## src/rtl/doodle_pkg.sv

```systemverilog
// Shared play-field geometry and controller state encoding.
// Latency: n/a (constants only).
// Backpressure: n/a.
package doodle_pkg;
  localparam int SCREEN_WIDTH  = 400;
  localparam int SCREEN_HEIGHT = 700;
  localparam int BLOCK_WIDTH   = 40;
  // Platform height is consumed by the renderer, not by the scroll logic.
  localparam int BLOCK_HEIGHT  = 5;

  localparam logic [1:0] S_IDLE     = 2'd0;
  localparam logic [1:0] S_SCROLL   = 2'd1;
  localparam logic [1:0] S_SPAWN    = 2'd2;
  localparam logic [1:0] S_GAMEOVER = 2'd3;
endpackage

```

## src/rtl/block_x_lfsr.sv

```systemverilog
// Free-running 16-bit Fibonacci LFSR folded into a legal platform X position.
// Latency: xPos reflects the current LFSR register (combinational fold), LFSR steps every clk.
// Backpressure: none; consumers sample xPos whenever they need a new value.
module block_x_lfsr #(
  parameter int SCREEN_WIDTH = doodle_pkg::SCREEN_WIDTH,
  parameter int BLOCK_WIDTH  = doodle_pkg::BLOCK_WIDTH
) (
  input  logic        clk,
  input  logic        reset,
  input  logic [15:0] seed,
  output logic [31:0] xPos
);
  // Number of legal left-edge positions; values at or above it wrap back once.
  localparam logic [9:0] X_SPAN = 10'(SCREEN_WIDTH - BLOCK_WIDTH + 1);

  logic [15:0] lfsr;
  logic        feedback;
  logic [9:0]  xRaw;

  assign feedback = lfsr[15] ^ lfsr[13] ^ lfsr[12] ^ lfsr[10];

  // Shift register advances every cycle, taps 16,14,13,11.
  always_ff @(posedge clk or posedge reset) begin
    if (reset) lfsr <= seed;
    else       lfsr <= {lfsr[14:0], feedback};
  end

  // Fold the 9-bit raw value (0..511) into 0..SCREEN_WIDTH-BLOCK_WIDTH.
  always_comb begin
    xRaw = {1'b0, lfsr[8:0]};
    if (xRaw >= X_SPAN) xRaw = xRaw - X_SPAN;
  end

  assign xPos = {22'd0, xRaw};
endmodule

```

## src/rtl/view_scroll_controller.sv

```systemverilog
// Camera scroll sequencer: scrolls minY in frame-paced steps, then requests new platforms.
// Latency: all outputs registered; state changes one clk after the sampling frameTick/spawnAck.
// Backpressure: spawnReq/spawnX/spawnY hold until spawnAck; acks outside SPAWN are ignored.
module view_scroll_controller
  import doodle_pkg::*;
#(
  parameter int          SCREEN_WIDTH    = doodle_pkg::SCREEN_WIDTH,
  parameter int          SCREEN_HEIGHT   = doodle_pkg::SCREEN_HEIGHT,
  parameter int          BLOCK_WIDTH     = doodle_pkg::BLOCK_WIDTH,
  parameter int          SCROLL_STEP     = 175,
  parameter int          SCROLL_SPEED    = 25,
  parameter int          BLOCKS_PER_STEP = 3,
  parameter logic [15:0] LFSR_SEED       = 16'hACE1
) (
  input  logic        clk,
  input  logic        reset,
  input  logic        frameTick,
  input  logic [31:0] doodleY,
  input  logic        spawnAck,
  output logic [31:0] minY,
  output logic        scrolling,
  output logic        minYCrossed,
  output logic        newView,
  output logic        spawnReq,
  output logic [31:0] spawnX,
  output logic [31:0] spawnY
);
  localparam logic [31:0] HALF_H    = 32'(SCREEN_HEIGHT >> 1);
  localparam logic [31:0] STEP_C    = 32'(SCROLL_STEP);
  localparam logic [31:0] SPEED_C   = 32'(SCROLL_SPEED);
  // Bottom of the freshly revealed strip, relative to minY after the scroll.
  localparam logic [31:0] SPAWN_OFS = 32'(SCREEN_HEIGHT - SCROLL_STEP);
  localparam logic [31:0] GAP       = 32'(SCROLL_STEP / BLOCKS_PER_STEP);
  localparam logic [31:0] LAST_IDX  = 32'(BLOCKS_PER_STEP - 1);

  logic [1:0]  state;
  logic [31:0] remaining;
  logic [31:0] idx;
  logic [31:0] step;
  logic [31:0] xPos;

  block_x_lfsr #(
    .SCREEN_WIDTH(SCREEN_WIDTH),
    .BLOCK_WIDTH (BLOCK_WIDTH)
  ) uXLfsr (
    .clk  (clk),
    .reset(reset),
    .seed (LFSR_SEED),
    .xPos (xPos)
  );

  // Per-frame scroll increment, clipped so the last frame lands exactly on the step total.
  always_comb step = (remaining < SPEED_C) ? remaining : SPEED_C;

  // Main sequencer: IDLE -> SCROLL -> SPAWN -> IDLE, with GAMEOVER as a sink.
  always_ff @(posedge clk or posedge reset) begin
    if (reset) begin
      state       <= S_IDLE;
      minY        <= '0;
      remaining   <= '0;
      idx         <= '0;
      scrolling   <= 1'b0;
      minYCrossed <= 1'b0;
      newView     <= 1'b0;
      spawnReq    <= 1'b0;
      spawnX      <= '0;
      spawnY      <= '0;
    end else begin
      newView <= 1'b0;
      case (state)
        S_IDLE: begin
          if (frameTick) begin
            if (doodleY < minY) begin
              state       <= S_GAMEOVER;
              minYCrossed <= 1'b1;
            end else if (doodleY > minY + HALF_H) begin
              state     <= S_SCROLL;
              remaining <= STEP_C;
              scrolling <= 1'b1;
            end
          end
        end
        S_SCROLL: begin
          if (frameTick) begin
            if (doodleY < minY) begin
              // Falling out of view aborts the scroll with minY left where it is.
              state       <= S_GAMEOVER;
              minYCrossed <= 1'b1;
              scrolling   <= 1'b0;
            end else begin
              minY      <= minY + step;
              remaining <= remaining - step;
              if (remaining == step) begin
                state     <= S_SPAWN;
                scrolling <= 1'b0;
                idx       <= '0;
                spawnReq  <= 1'b1;
                spawnX    <= xPos;
                spawnY    <= minY + step + SPAWN_OFS;
              end
            end
          end
        end
        S_SPAWN: begin
          // minY is frozen here, so any fall-out is caught on the next IDLE tick.
          if (spawnAck) begin
            if (idx == LAST_IDX) begin
              state    <= S_IDLE;
              idx      <= '0;
              spawnReq <= 1'b0;
              newView  <= 1'b1;
            end else begin
              idx    <= idx + 32'd1;
              spawnX <= xPos;
              spawnY <= minY + SPAWN_OFS + (idx + 32'd1) * GAP;
            end
          end
        end
        default: begin
          // GAMEOVER: everything frozen until reset.
        end
      endcase
    end
  end
endmodule
```

## config.mk

```make
export PLATFORM = sky130hd
export DESIGN_NAME = view_scroll_controller
export DESIGN_NICKNAME = d
export VERILOG_FILES = /design/src/rtl/doodle_pkg.sv /design/src/rtl/block_x_lfsr.sv /design/src/rtl/view_scroll_controller.sv
export SDC_FILE = /design/constraint.sdc
export NUM_CORES = 1
export LEC_CHECK = 0
export CORE_ASPECT_RATIO = 1.2
export CORE_MARGIN = 5
export CORE_UTILIZATION = 60
export CTS_BUF_LIST = sky130_fd_sc_hd__clkbuf_4 sky130_fd_sc_hd__clkbuf_8 sky130_fd_sc_hd__clkbuf_16
export CTS_CLUSTER_SIZE = 20
export DETAILED_ROUTE_END_ITERATION = 8
export PLACE_DENSITY_LB_ADDON = 0.12
export SYNTH_ARGS = -nofsm -noshare
export SYNTH_HDL_FRONTEND = slang
export SYNTH_SLANG_ARGS = --single-unit
```

## constraint.sdc

```tcl
create_clock -name clk -period 7.6 [get_ports clk]
set_input_delay 1.14 -clock clk [delete_from_list [all_inputs] [get_ports clk]]
set_output_delay 1.14 -clock clk [all_outputs]
set_load 0.01 [all_outputs]
```

Word-level counts from Yosys, hierarchy flattened
Index checks and enable logic that the tools add are counted.

storage, ports and cells
  input port bits = 36
  output and inout bits = 100
  flip-flop bits (word level) = 182

operators by class
  multipliers = 1
  reduce and logical (&&, ||, !) cells = 13
  mux-type cells = 51
  $add $sub $neg = 8
  order comparisons = 4
  bitwise operators = 4
  equality and inequality tests = 15

operators with widths
  kind                                                                     count
  32-bit two-way mux                                                       21
  32-bit case mux with 2 select lines                                      4
  32-bit by 10-bit adder with 32-bit output (second input constant)        2
  32-bit adder                                                             2
  32-bit by 1-bit adder with 32-bit output (second input constant)         1
  32-bit by 9-bit adder with 32-bit output (second input constant)         1
  32-bit by 2-bit equality test with 1-bit output (second input constant)  1
  32-bit equality test                                                     1
  32-bit greater-than comparator                                           1
  32-bit < comparator                                                      1
  32-bit by 5-bit < comparator with 1-bit output (second input constant)   1
  32-bit by 5-bit multiplier with 31-bit output (second input constant)    1
  32-bit subtractor                                                        1
  6-bit AND reduction                                                      4
  2-bit != test (second input constant)                                    9
  2-bit two-way mux                                                        8
  1-bit two-way mux                                                        14
  10-bit two-way mux                                                       1
  9-bit by 9-bit subtractor with 10-bit output (second input constant)     1
  9-bit >= comparator (second input constant)                              1
  7-bit AND reduction                                                      1
  3-bit != test (second input constant)                                    2
  2-bit case mux with 3 select lines                                       1
  3-bit AND reduction                                                      2
  other kinds (10)                                                         14

Logic depth before layout (Yosys ltp)
  depth after elaboration = 8
  depth in mapped cells = 35

Least setup slack after synthesis
Ideal clock, no wire load.

  kind = register to register
  from = register idx[0]
  to = register spawnY[31]
  path slack = 665 ps
  stages on the path, launching flop included = 33
  data arrival time = 6794 ps
  path buffers = 1
  path through = dfrtp_1 clkbuf_1 nand2_1 nor2_1 nand2_1 nor3_1 nand2_1 xor2_1 xor2_1 ha_1 or2_2 ha_1 inv_1 fa_1 inv_1 ha_1 a21o_1 a21o_1 a21oi_1 nor2_1 a31o_2 o41ai_1 or4b_1 o211ai_1 ha_1 xor2_1 xnor2_1 xnor2_1 xnor2_1 xnor2_1 xnor2_1 xnor2_1 o221ai_1

on the way
  cells in the longest elaborated chain, start to end = 6
  elaborated cells on any way between the ends = 9

RTL lines
  item                                           line                           RTL
  start: declaration                             view_scroll_controller.sv:38   logic [31:0] idx;
  start signal: assignment                       view_scroll_controller.sv:113  idx <= idx + 32'd1;
  32-bit by 1-bit adder with 32-bit output       view_scroll_controller.sv:115  spawnY <= minY + SPAWN_OFS + (idx + 32'd1) * GAP;
  32-bit by 5-bit multiplier with 31-bit output  view_scroll_controller.sv:115
  32-bit adder                                   view_scroll_controller.sv:115
  32-bit two-way mux                             view_scroll_controller.sv:107  if (idx == LAST_IDX) begin
  32-bit two-way mux                             view_scroll_controller.sv:106  if (spawnAck) begin
  32-bit case mux with 2 select lines            view_scroll_controller.sv:70   case (state)
  end signal: assignment                         view_scroll_controller.sv:99   spawnY <= minY + step + SPAWN_OFS;
  end signal: assignment                         view_scroll_controller.sv:115
  end: declaration                               view_scroll_controller.sv:26   output logic [31:0] spawnY

Several ways; a longest one is shown, not always the timed one. The select of a mux whose other input is x is not followed.
A chain may end at the register's enable or synchronous reset.

Worst setup path in the final report
  from = register idx[2]
  to = register spawnY[31]

The elaborated chain is that of the path after synthesis.

==> impl_metrics.ini <==
[run_status]
status = complete, no violations

[logic_synthesis]
yosys.area.top_type_share = 0.219
synth_xor_area_frac = 0.0972
synth_edf_count = 0
yosys_most_used_dff = dfrtp_1
synth_area_um2 = 17400
yosysWarnings = 0
synthMuxAreaShare = 0.0168
synth-seq-area-share = 0.231
synth_cell_types = 88
ys_top_cells_by_count = ha_1 (226), inv_1 (215), nand2_1 (183)
syn_inst = 2114
yosysMostFrequentCell = ha_1
ys_ff_latch = 160
yosysTopAreaCell = dfrtp_1
synthTopCellsByArea = dfrtp_1 (22%), ha_1 (16%), xnor2_1 (6.6%)
synth_simple_gate_area_frac = 0.173
synthAdderAreaFrac = 0.206
syn_area_per_cell_um2 = 8.23
synth_compound_area_frac = 0.206
synthArstFlopShare = 1.00
synth_top_family_by_area = compound AO/OA/AOI/OAI gates

[placement]
dpl.hpwl_um = 36600
dpl_cell_area_um2 = 19000
place_congestion = 0.935
dp_cells = 2605
io_buffers = 113
post-place-ws_ns = 0.309

[worst_setup_path]
path_class = flop to flop
start_kind = flop
cp.required_ns = 7.89
slowest_delay_ns = 0.50
critical_path.endpoint_type = flop
rr_startpoint = idx[2]
worstRegToRegCells = 32
cpMaxStageDelayCell = fa_1
rrSetupSlack_ns = 0.46
reg2reg_to = spawnY[31]
cp_max_fo = 8
cp.arrival_ns = 7.42

[final_layout]
drive_gt1_frac = 0.0644
multi_input_area_um2 = 12400
final_cells = 2637
stdcell_area_um2 = 19700
fillers = 2456
diodes = 0
nNetsFinal = 2537
area_growth_pct = 13.2
ff_latch_area_um2 = 4020

[sta]
skew_ns = 0.0198
max_slew.worst_pin.slew_ns = 1.10
slew_violations = 0
max_freq_ghz = 0.140
setup_viol = 0
fin_crit_sh = 0.939
setup_slack_ns = 0.464
hold_viol_final = 0
max_slew_margin = 0.258
finalCriticalPeriod_ns = 7.14

[clock_network]
cts.reportedPaths.clkPinSlew_ns = 0.07
cts_tree = done
cts_root_buffer = clkbuf_16
clockBufferDepth = 2
clk_latency_ns = 0.45
cts.sinks = 160
htreeDepth = 4
cts_buffers = 17

[global_route]
grt_use_total = 0.286
overflow = 0
grt_pass1_vias = 15200
grt_antenna_before_repair = 0
grtUsageMet1 = 0.375
grt_max_degree = 66
grt_util_met2 = 0.488
grtUsageMet3 = 0.0339
grt_pass1_wl_um = 76000
busiest_layer = met2

[drt]
dr.pass1.iters = 6
vias = 15800
wl_per_cell_um = 17.7
avgViaCountPerCell = 5.99
first_iter_violations = 1200
drc = 0
routed_wl_um = 46600
ant_nets = 0

[floorplanning]
core-area_um2 = 28700
fp.dieArea_um2 = 32500
row_count = 68
die_w_um = 165
dieHeight_um = 196
start_util = 0.606
ioPinCount = 136

[power]
pwr-share-seq = 0.208
p_leak_nw = 9.29
p_clk_frac = 0.125
netSwitchingPower_w = 0.00359
internal_power_w = 0.00351
peakVddDrop_v = 0.000239
p_sw_frac = 0.506
p_per_area_nw_per_um2 = 361
p_comb_frac = 0.667

[min_path]
hold_class = flop to flop
hold_path_end = uXLfsr.lfsr[10]
hold_path_depth = 0
hold_start = uXLfsr.lfsr[9]

[run]
maxCapViolations = 0
==> registers in the layout (all words and copies together), names as in the netlist <==
name / flops
idx: 32
minY: 32
remaining: 32
spawnY: 32
uXLfsr.lfsr: 16
spawnX: 10
state: 2
minYCrossed: 1
newView: 1
scrolling: 1
spawnReq: 1
==> critical path: cells and delay by family, from the launching register on <==
kind	cells	cell delay [ns]
xor+xnor	6	1.14
fa+ha+maj	5	1.72
flops	1	0.49
simple gates	8	1.58
compound gates	10	1.79
buf+inv	3	0.26
==> cells by family (layout without fill, tap and decap cells) <==
family                     Yosys count  after routing
other                                1             48
adders and majority gates          265            265
and+or+nand+nor                    603            603
AOI/OAI and AO/OA                  568            568
DFF                                160            160
muxes                               27             27
xor gates and xnor gates           193            193
buffers and inverters              297            388
==> worst max-delay path by stage <==
stage,from,endpoint,slack (ns),depth (start not counted)
6_report,idx[2],spawnY[31],0.46,32
5_1_grt,idx[2],spawnY[31],-0.06,32
4_1_cts,idx[1],spawnY[27],0.22,33
3_5_place_dp,idx[1],spawnY[27],0.31,33
3_3_place_gp,idx[0],spawnY[31],0.48,32
2_1_floorplan,idx[0],spawnY[31],0.67,32
==> power by group through the flow <==
stage | Combinational [W] | Sequential, W | Clock, W
detailed placement | 0.00464 | 0.00148 | 0
CTS | 0.00468 | 0.00147 | 0.000894
global placement | 0.00454 | 0.00148 | 0
global route | 0.00525 | 0.00151 | 0.000932
floorplan | 0.00337 | 0.00141 | 0
finish | 0.00473 | 0.00148 | 0.000886
==> timing repair <==
action / CTS / global route
resized for setup: 0 / 22
setup buffers: 0 / 0
setup endpoints to repair: 0 / 7
hold buffers: 0 / 0
==> metrics by stage <==
stage / utilization / TNS (ns) / total power, W / hold slack [ns]
after CTS: 0.683 / 0 / 0.00704 / 0.372
after global placement: 0.662 / 0 / 0.00602 / 0.337
final: 0.687 / 0 / 0.00710 / 0.367
after global routing: 0.687 / -0.0893 / 0.00770 / 0.375
after floorplan: - / 0 / 0.00478 / 0.333
after detailed placement: 0.662 / 0 / 0.00613 / 0.349
==> layout by cell type (no fill, tap or decap), types with 19 or more instances in the layout <==
cell / netlist / routed
nand3_1: 61 / 60
ha_1: 226 / 224
nor2_1: 135 / 132
xnor2_1: 132 / 127
nand2_1: 183 / 183
a21o_1: 48 / 48
nand4_1: 37 / 37
fa_1: 36 / 36
xor2_1: 61 / 57
clkdlybuf4s50_1: 0 / 113
conb_1: 1 / 48
buf_4: 23 / 27
dfrtp_1: 152 / 150
nor3_1: 35 / 35
o21bai_1: 24 / 24
or3_1: 20 / 20
and3_1: 22 / 22
nor4_1: 19 / 19
o31ai_1: 39 / 39
inv_1: 215 / 213
a21oi_1: 154 / 153
o21ai_0: 156 / 154
==> layout make-up <==
cell class              instances  area share
clock buffers                  19      0.0224
clock inverters                13     0.00756
inverters                     216      0.0414
multi-input cells            1704       0.632
flip-flops and latches        160       0.204
well taps                     385      0.0245
repair buffers                140      0.0678
==> routing by layer <==
layer  up-vias  routed length (um)
li1       7663                   -
met1      7592               20200
met2       446               22700
met3        95                2090
met4         0                1610
met5         -                   0
No activity file was read; power rests on OpenSTA's default activity.
